`config.mk`:
```
export PLATFORM = sky130hd
export DESIGN_NAME = div_unit
export DESIGN_NICKNAME = d
export VERILOG_FILES = /design/src/rtl/div_unit.sv
export SDC_FILE = /design/constraint.sdc
export NUM_CORES = 1
export LEC_CHECK = 0
export ABC_AREA = 1
export CAP_MARGIN = 20
export CELL_PAD_IN_SITES_DETAIL_PLACEMENT = 0
export CELL_PAD_IN_SITES_GLOBAL_PLACEMENT = 2
export CORE_ASPECT_RATIO = 1.25
export CORE_MARGIN = 4
export CORE_UTILIZATION = 34
export DETAILED_ROUTE_END_ITERATION = 10
export GPL_TIMING_DRIVEN = 1
export PLACE_DENSITY = 0.93
export REMOVE_ABC_BUFFERS = 1
export SYNTH_ARGS = -nofsm -noshare
export SYNTH_HDL_FRONTEND = slang
export SYNTH_SLANG_ARGS = --single-unit
```
`constraint.sdc`:
```
create_clock -name clk -period 4.6 [get_ports clk]
set_input_delay 0.92 -clock clk [delete_from_list [all_inputs] [get_ports clk]]
set_output_delay 0.92 -clock clk [all_outputs]
set_load 0.05 [all_outputs]
```
`src/rtl/div_unit.sv`:
```
// div_unit: iterative radix-2 restoring divider for DIV/DIVU (EX stage).
// Optional build macro DIV_FAST_PATH_EN skips iterations when the quotient is trivial.
module div_unit #(
   parameter int WIDTH = 32,
   parameter int CNT_W = 5
) (
   input  logic             clk,
   input  logic             rst_n,
   input  logic             flush,
   input  logic             start,
   input  logic             is_signed,
   input  logic [WIDTH-1:0] operand_1,
   input  logic [WIDTH-1:0] operand_2,
   output logic             busy,
   output logic             done,
   output logic [WIDTH-1:0] hi,
   output logic [WIDTH-1:0] lo
);

   typedef enum logic [1:0] {IDLE, CALC, FIX, DONE} state_e;

   state_e           state_q, state_d;
   logic [CNT_W-1:0] cnt_q, cnt_d;
   logic [WIDTH-1:0] quo_q, quo_d;
   logic [WIDTH-1:0] dvs_q, dvs_d;
   logic [WIDTH-1:0] rem_q, rem_d;
   logic             qneg_q, qneg_d;
   logic             rneg_q, rneg_d;
   logic [WIDTH-1:0] hi_q, hi_d;
   logic [WIDTH-1:0] lo_q, lo_d;

   logic             s1, s2, dz;
   logic [WIDTH-1:0] abs1, abs2;
   logic [WIDTH:0]   rem_sh;
   logic             ge;
   logic [WIDTH-1:0] sub;

   assign s1   = is_signed & operand_1[WIDTH-1];
   assign s2   = is_signed & operand_2[WIDTH-1];
   assign abs1 = s1 ? -operand_1 : operand_1;
   assign abs2 = s2 ? -operand_2 : operand_2;
   assign dz   = (operand_2 == '0);

   // quo_q shifts dividend bits out at the top and quotient bits in at the bottom
   assign rem_sh = {rem_q, quo_q[WIDTH-1]};
   assign ge     = rem_sh >= {1'b0, dvs_q};
   assign sub    = rem_sh[WIDTH-1:0] - dvs_q;

   always_comb begin
      state_d = state_q;
      cnt_d   = cnt_q;
      quo_d   = quo_q;
      dvs_d   = dvs_q;
      rem_d   = rem_q;
      qneg_d  = qneg_q;
      rneg_d  = rneg_q;
      hi_d    = hi_q;
      lo_d    = lo_q;
      if (flush) begin
         state_d = IDLE;
      end else begin
         unique case (state_q)
            IDLE: begin
               if (start) begin
                  quo_d   = abs1;
                  dvs_d   = abs2;
                  rem_d   = '0;
                  cnt_d   = '0;
                  // divide by zero keeps an all-ones quotient regardless of sign
                  qneg_d  = (s1 ^ s2) & ~dz;
                  rneg_d  = s1;
                  state_d = CALC;
`ifdef DIV_FAST_PATH_EN
                  if (dz || (abs2 > abs1)) begin
                     quo_d   = dz ? '1 : '0;
                     rem_d   = abs1;
                     state_d = FIX;
                  end
`endif
               end
            end
            CALC: begin
               quo_d = {quo_q[WIDTH-2:0], ge};
               rem_d = ge ? sub : rem_sh[WIDTH-1:0];
               cnt_d = cnt_q + CNT_W'(1);
               if (cnt_q == CNT_W'(WIDTH-1)) begin
                  state_d = FIX;
               end
            end
            FIX: begin
               lo_d    = qneg_q ? -quo_q : quo_q;
               hi_d    = rneg_q ? -rem_q : rem_q;
               state_d = DONE;
            end
            DONE: begin
               state_d = IDLE;
            end
            default: begin
               state_d = IDLE;
            end
         endcase
      end
   end

   always_ff @(posedge clk or negedge rst_n) begin
      if (!rst_n) begin
         state_q <= IDLE;
         cnt_q   <= '0;
         quo_q   <= '0;
         dvs_q   <= '0;
         rem_q   <= '0;
         qneg_q  <= 1'b0;
         rneg_q  <= 1'b0;
         hi_q    <= '0;
         lo_q    <= '0;
      end else begin
         state_q <= state_d;
         cnt_q   <= cnt_d;
         quo_q   <= quo_d;
         dvs_q   <= dvs_d;
         rem_q   <= rem_d;
         qneg_q  <= qneg_d;
         rneg_q  <= rneg_d;
         hi_q    <= hi_d;
         lo_q    <= lo_d;
      end
   end

   assign busy = ((state_q == IDLE) & start & ~flush)
               | (state_q == CALC)
               | (state_q == FIX);
   assign done = (state_q == DONE);
   assign hi   = hi_q;
   assign lo   = lo_q;

endmodule

```
Yosys cells after proc, flatten, opt, wreduce, memory -nomap -nowiden
Cells that the tools add are included.
{"block": "word_totals", "regBits": 169, "wordCells": 55}
{"block": "classes", "order_cmp": 1, "reduce_logical": 7, "mux": 15, "add_sub_neg": 6, "n_bitwise": 10, "n_eq_ne": 7}
{"cell": "32-bit 2-to-1 mux", "n": 7}
{"cell": "32-bit negator", "n": 4}
{"cell": "32-bit case mux with 2 select lines", "n": 2}
{"cell": "33-bit by 32-bit greater-or-equal comparator with 1-bit output", "n": 1}
{"cell": "32-bit zero test", "n": 1}
{"cell": "32-bit subtractor", "n": 1}
{"cell": "5-bit case mux with 2 select lines", "n": 1}
{"cell": "2-bit case mux with 4 select lines", "n": 1}
{"cell": "2-bit 2-to-1 mux", "n": 3}
{"cell": "3-bit != test (second input constant)", "n": 2}
{"cell": "3-bit AND reduction", "n": 2}
{"cell": "5-bit by 1-bit adder with 5-bit output (second input constant)", "n": 1}
{"cell": "1-bit bitwise AND", "n": 5}
{"cell": "5-bit equality test (second input constant)", "n": 1}
{"cell": "5-bit 2-to-1 mux", "n": 1}
{"cell": "2-bit equality test (second input constant)", "n": 2}
{"cell": "2-bit AND reduction", "n": 2}
{"cell": "2-bit by 1-bit equality test with 1-bit output (second input constant)", "n": 1}
{"cell": "2-bit zero test", "n": 1}
{"cell": "2-bit != test (second input constant)", "n": 1}
{"cell": "1-bit NOT", "n": 2}
{"cell": "1-bit OR", "n": 2}
{"cell": "2-bit nonzero test", "n": 1}
{"cell": "1-bit XOR", "n": 1}

Logic depth before layout (Yosys ltp)
{"block": "depth", "depth_word": 5, "mapped_depth": 16, "mapped_depth_nobuf": 16}

Least setup slack after synthesis
Ideal clock, no wire load.
{"block": "synth_timing", "kind": "in2out", "from": "input start", "to": "output busy", "t_required_ns": 3.680, "arrival_ns": 1.877, "setup_slack_ns": 1.803, "stages": 5, "n_path_buf": 1, "cell_sequence": "nand2_1 > nor2_2 > inv_2 > clkbuf_1 > nand3_1"}
{"block": "synth_via", "elab_chain_len": 4}
{"item": "start: declaration", "line": "10", "rtl": "input logic start,"}
{"item": "1-bit bitwise AND (2 in a row)", "line": "129", "rtl": "assign busy = ((state_q == IDLE) & start & ~flush)"}
{"item": "1-bit OR", "line": "130", "rtl": "| (state_q == CALC)"}
{"item": "1-bit OR", "line": "131", "rtl": "| (state_q == FIX);"}
{"item": "end: declaration", "line": "14", "rtl": "output logic busy,"}
Every way passes these cells.

Final worst setup path
{"block": "layout_timing", "from": "input flush", "to": "output busy"}
{"block": "layout_via", "elab_chain_len": 4}
{"item": "start: declaration", "line": "9", "rtl": "input logic flush,"}
{"item": "1-bit NOT (no source line)"}
{"item": "1-bit bitwise AND", "line": "129"}
{"item": "1-bit OR", "line": "130"}
{"item": "1-bit OR", "line": "131"}
Every way passes these cells.

==> run_results.csv <==
group,metric,value,unit
sta,finalHoldViolations,0,
routing,wl_per_cell,17.9,µm
critical_path,r2r-start,"rem_q[26]$_DFFE_PN0P_",
sta,fin_crit_sh,68.5,%
floorplanning,die-height,227,µm
critical_path,crit_start,"flush",
routing,firstDrtPassIters,5,
clock_tree,clock-sinks,169,
synth,yosysWarnings,0,
floorplanning,start_util,34.6,%
synth,ys_types,51,
power_and_ir_drop,power_density,571,nW/µm²
grt,globalRoute.totalOverflow,0,
synth,synthXorXnorAreaFrac,5.45,%
layout,antenna_cells,0,
floorplanning,dieArea,41500,µm²
clock_tree,ctsResizeCount,0,
layout,stdcell_count,2607,
synth,synth.avg_cell_area,6.51,µm²
synth,synth-edff-count,0,
run_status,status,"complete, no violations",
clock_tree,cts_hold_buffers,0,
synth,synth_top_family_by_area,"simple AND/OR/NAND/NOR gates",
clock_tree,clk_pin_slew,0.07,ns
placed_design,dp.cells,2576,
layout,postLayoutCoreUtil,41.1,%
synth,synth_top_cell_area_share,32.5,%
synth,synth-compound-area-share,11.0,%
critical_path,critical_path_arrival,2.23,ns
routing,drt-vias-per-instance,5.06,
routing,drc_errors,0,
synth,netlist_area,13000,µm²
clock_tree,post_cts_buffers,0,
sta,period_needed,3.15,ns
job,drv_cap,0,
routing,vias,13200,
critical_path,crit_path_start_kind,"input pin",
power_and_ir_drop,ir_worst_vdd,0.422,mV
synth,synth_top_flop_cell,"dfrtp_1",
synth,synthMuxAreaShare,0.0769,%
critical_path,r2r_end,"rem_q[26]$_DFFE_PN0P_",
grt,grt_pass1_vias,13100,
synth,synthTopCellsByArea,"dfrtp_1 (33%), nand2_1 (18%), inv_1 (8.0%)",
clock_tree,cts_made_buffers,17,
synth,yosysSeqAreaShare,32.5,%
grt,track_usage,22.6,%
synth,syn_inst,2000,
routing,drt_iter0_drc,810,
synth,async_flop_share,100,%
placed_design,place.gp.congestion,0.903,
layout,syn_to_final_growth,18.6,%
synth,ys_ff_latch,169,
sta,drv_slew,0,
placed_design,dp_hpwl,36300,µm
layout,nets,2221,
floorplanning,die_w,183,µm
sta,skew,0.0161,ns
synth,synth_fa_ha_area_share,4.19,%
synth,ys_top_cells_by_count,"nand2_1 (629), inv_1 (276), nand3_1 (191), nor2_1 (189), dfrtp_1 (169)",
sta,tns,0,ns
floorplanning,rows,79,
hold_path,hold_class,"flop to flop",
floorplanning,ios,135,
clock_tree,cts_tree,"built",
critical_path,reg2regPathDepth,13,
synth,synth_top_area_cell,"dfrtp_1",
synth,synth-simple-area-share,36.5,%
sta,finalSetupViolations,0,
clock_tree,cts_root_buf,"clkbuf_16",
critical_path,worstSetupEndpoint,"busy",
grt,grt_max_degree,101,
sta,maxSlewHeadroom,30.8,%
sta,tightest_slew,1.04,ns
critical_path,worst-setup-path-type,"input pin to output port",
sta,rsz0062_at_grt,"false",
floorplanning,core_region_area,37600,µm²
routing,routed_wl,46600,µm
routing,ant_nets,0,
clock_tree,cts_max_level,4,
critical_path,worstPathRequired,3.68,ns
critical_path,r2r_slack,1.57,ns
synth,synth_most_common_cell,"nand2_1",
clock_tree,clk_latency,0.47,ns
placed_design,io_buffers,134,
power_and_ir_drop,p_leak,7.90,nW
layout,drive_above_1_share,4.67,%
critical_path,end_kind,"output port",
sta,fmaxAchievable,0.317,GHz
clock_tree,clockBufferDepth,2,
grt,grt_pass1_wl,73300,µm
grt,antenna_found_initial,0,
critical_path,cp_max_fo,26,
## logic make-up after synthesis
group / count (synthesis)
AOI/OAI and AO/OA: 248
xor gates and xnor gates: 81
adders and majority gates: 43
buffers and inverters: 344
DFF: 169
muxes: 1
and+or+nand+nor: 1114
## metrics by stage
stage | power, mW | setup slack, ns | hold slack [ns] | instance area (µm²)
3_5_place_dp | 7.34 | 1.26 | 0.466 | 14800
5_1_grt | 9.45 | 1.38 | 0.508 | 15400
4_1_cts | 8.88 | 1.44 | 0.487 | 15400
3_3_place_gp | 7.32 | 1.27 | 0.464 | 14800
2_1_floorplan | 5.64 | 0.871 | 0.449 | 12800
6_report | 8.81 | 1.45 | 0.479 | 15400
## final cells by class
class | count | area [µm²]
Fill cell | 4077 | 22100
Multi-Input combinational cell | 1487 | 7460
Sequential cell | 169 | 4230
Timing Repair Buffer | 148 | 1470
Inverter | 286 | 1070
Tap cell | 486 | 608
Clock buffer | 18 | 439
Clock inverter | 13 | 151
## worst max-delay path: stages
cell             delay [ns]
clkdlybuf4s50_1        0.51
nor2_2                 0.14
buf_4                  0.30
inv_2                  0.08
nand3_1                0.12
buf_12                 0.15
## sequential cells by signal, indices dropped and copies added, names as in the netlist
register and flops:
quo_q 32, hi 32, qneg_q 1, rem_q 32, rneg_q 1, lo 32
dvs_q 32, cnt_q 5, state_q 2
## routing by layer
layer	vias up	GRT usage [%]	part of all wire, %	routed length [µm]
met5	-	0	0	0
met1	6161	27.1	42	19600
met3	78	2.90	3.7	1720
met4	0	8.99	3.9	1840
met2	344	40.7	50	23500
li1	6605	-	-	-
## cells in the final DEF, fill, tap and decap left out, drive strengths merged, types with 16 or more instances in the layout
| master | count |
|---|---|
| nand2 | 644 |
| inv | 292 |
| nor2 | 203 |
| nand3 | 192 |
| dfrtp | 169 |
| clkdlybuf4s50 | 132 |
| o21ai | 123 |
| xor2 | 68 |
| a21oi | 45 |
| ha | 42 |
| nor3 | 25 |
| nand4 | 24 |
| clkbuf | 18 |
| buf | 16 |
## how the worst min path moves through the flow
stage,from,to,slack [ns],depth (start not counted)
4_1_cts,hi[16]$_DFFE_PN0P_,hi[16]$_DFFE_PN0P_,0.49,2
3_5_place_dp,hi[16]$_DFFE_PN0P_,hi[16]$_DFFE_PN0P_,0.47,2
5_1_grt,hi[28]$_DFFE_PN0P_,hi[28]$_DFFE_PN0P_,0.51,2
3_3_place_gp,hi[16]$_DFFE_PN0P_,hi[16]$_DFFE_PN0P_,0.46,2
6_report,hi[22]$_DFFE_PN0P_,hi[22]$_DFFE_PN0P_,0.48,2
2_1_floorplan,dvs_q[31]$_DFFE_PN0P_,dvs_q[31]$_DFFE_PN0P_,0.45,2
## report_power, final
part           total [mW]  switching [mW]  internal [mW]
clock network        1.50           0.717          0.785
registers            2.42           0.396           2.03
logic                4.88            3.33           1.55
total                8.81            4.44           4.37
No activity file was read; power rests on OpenSTA's default activity.
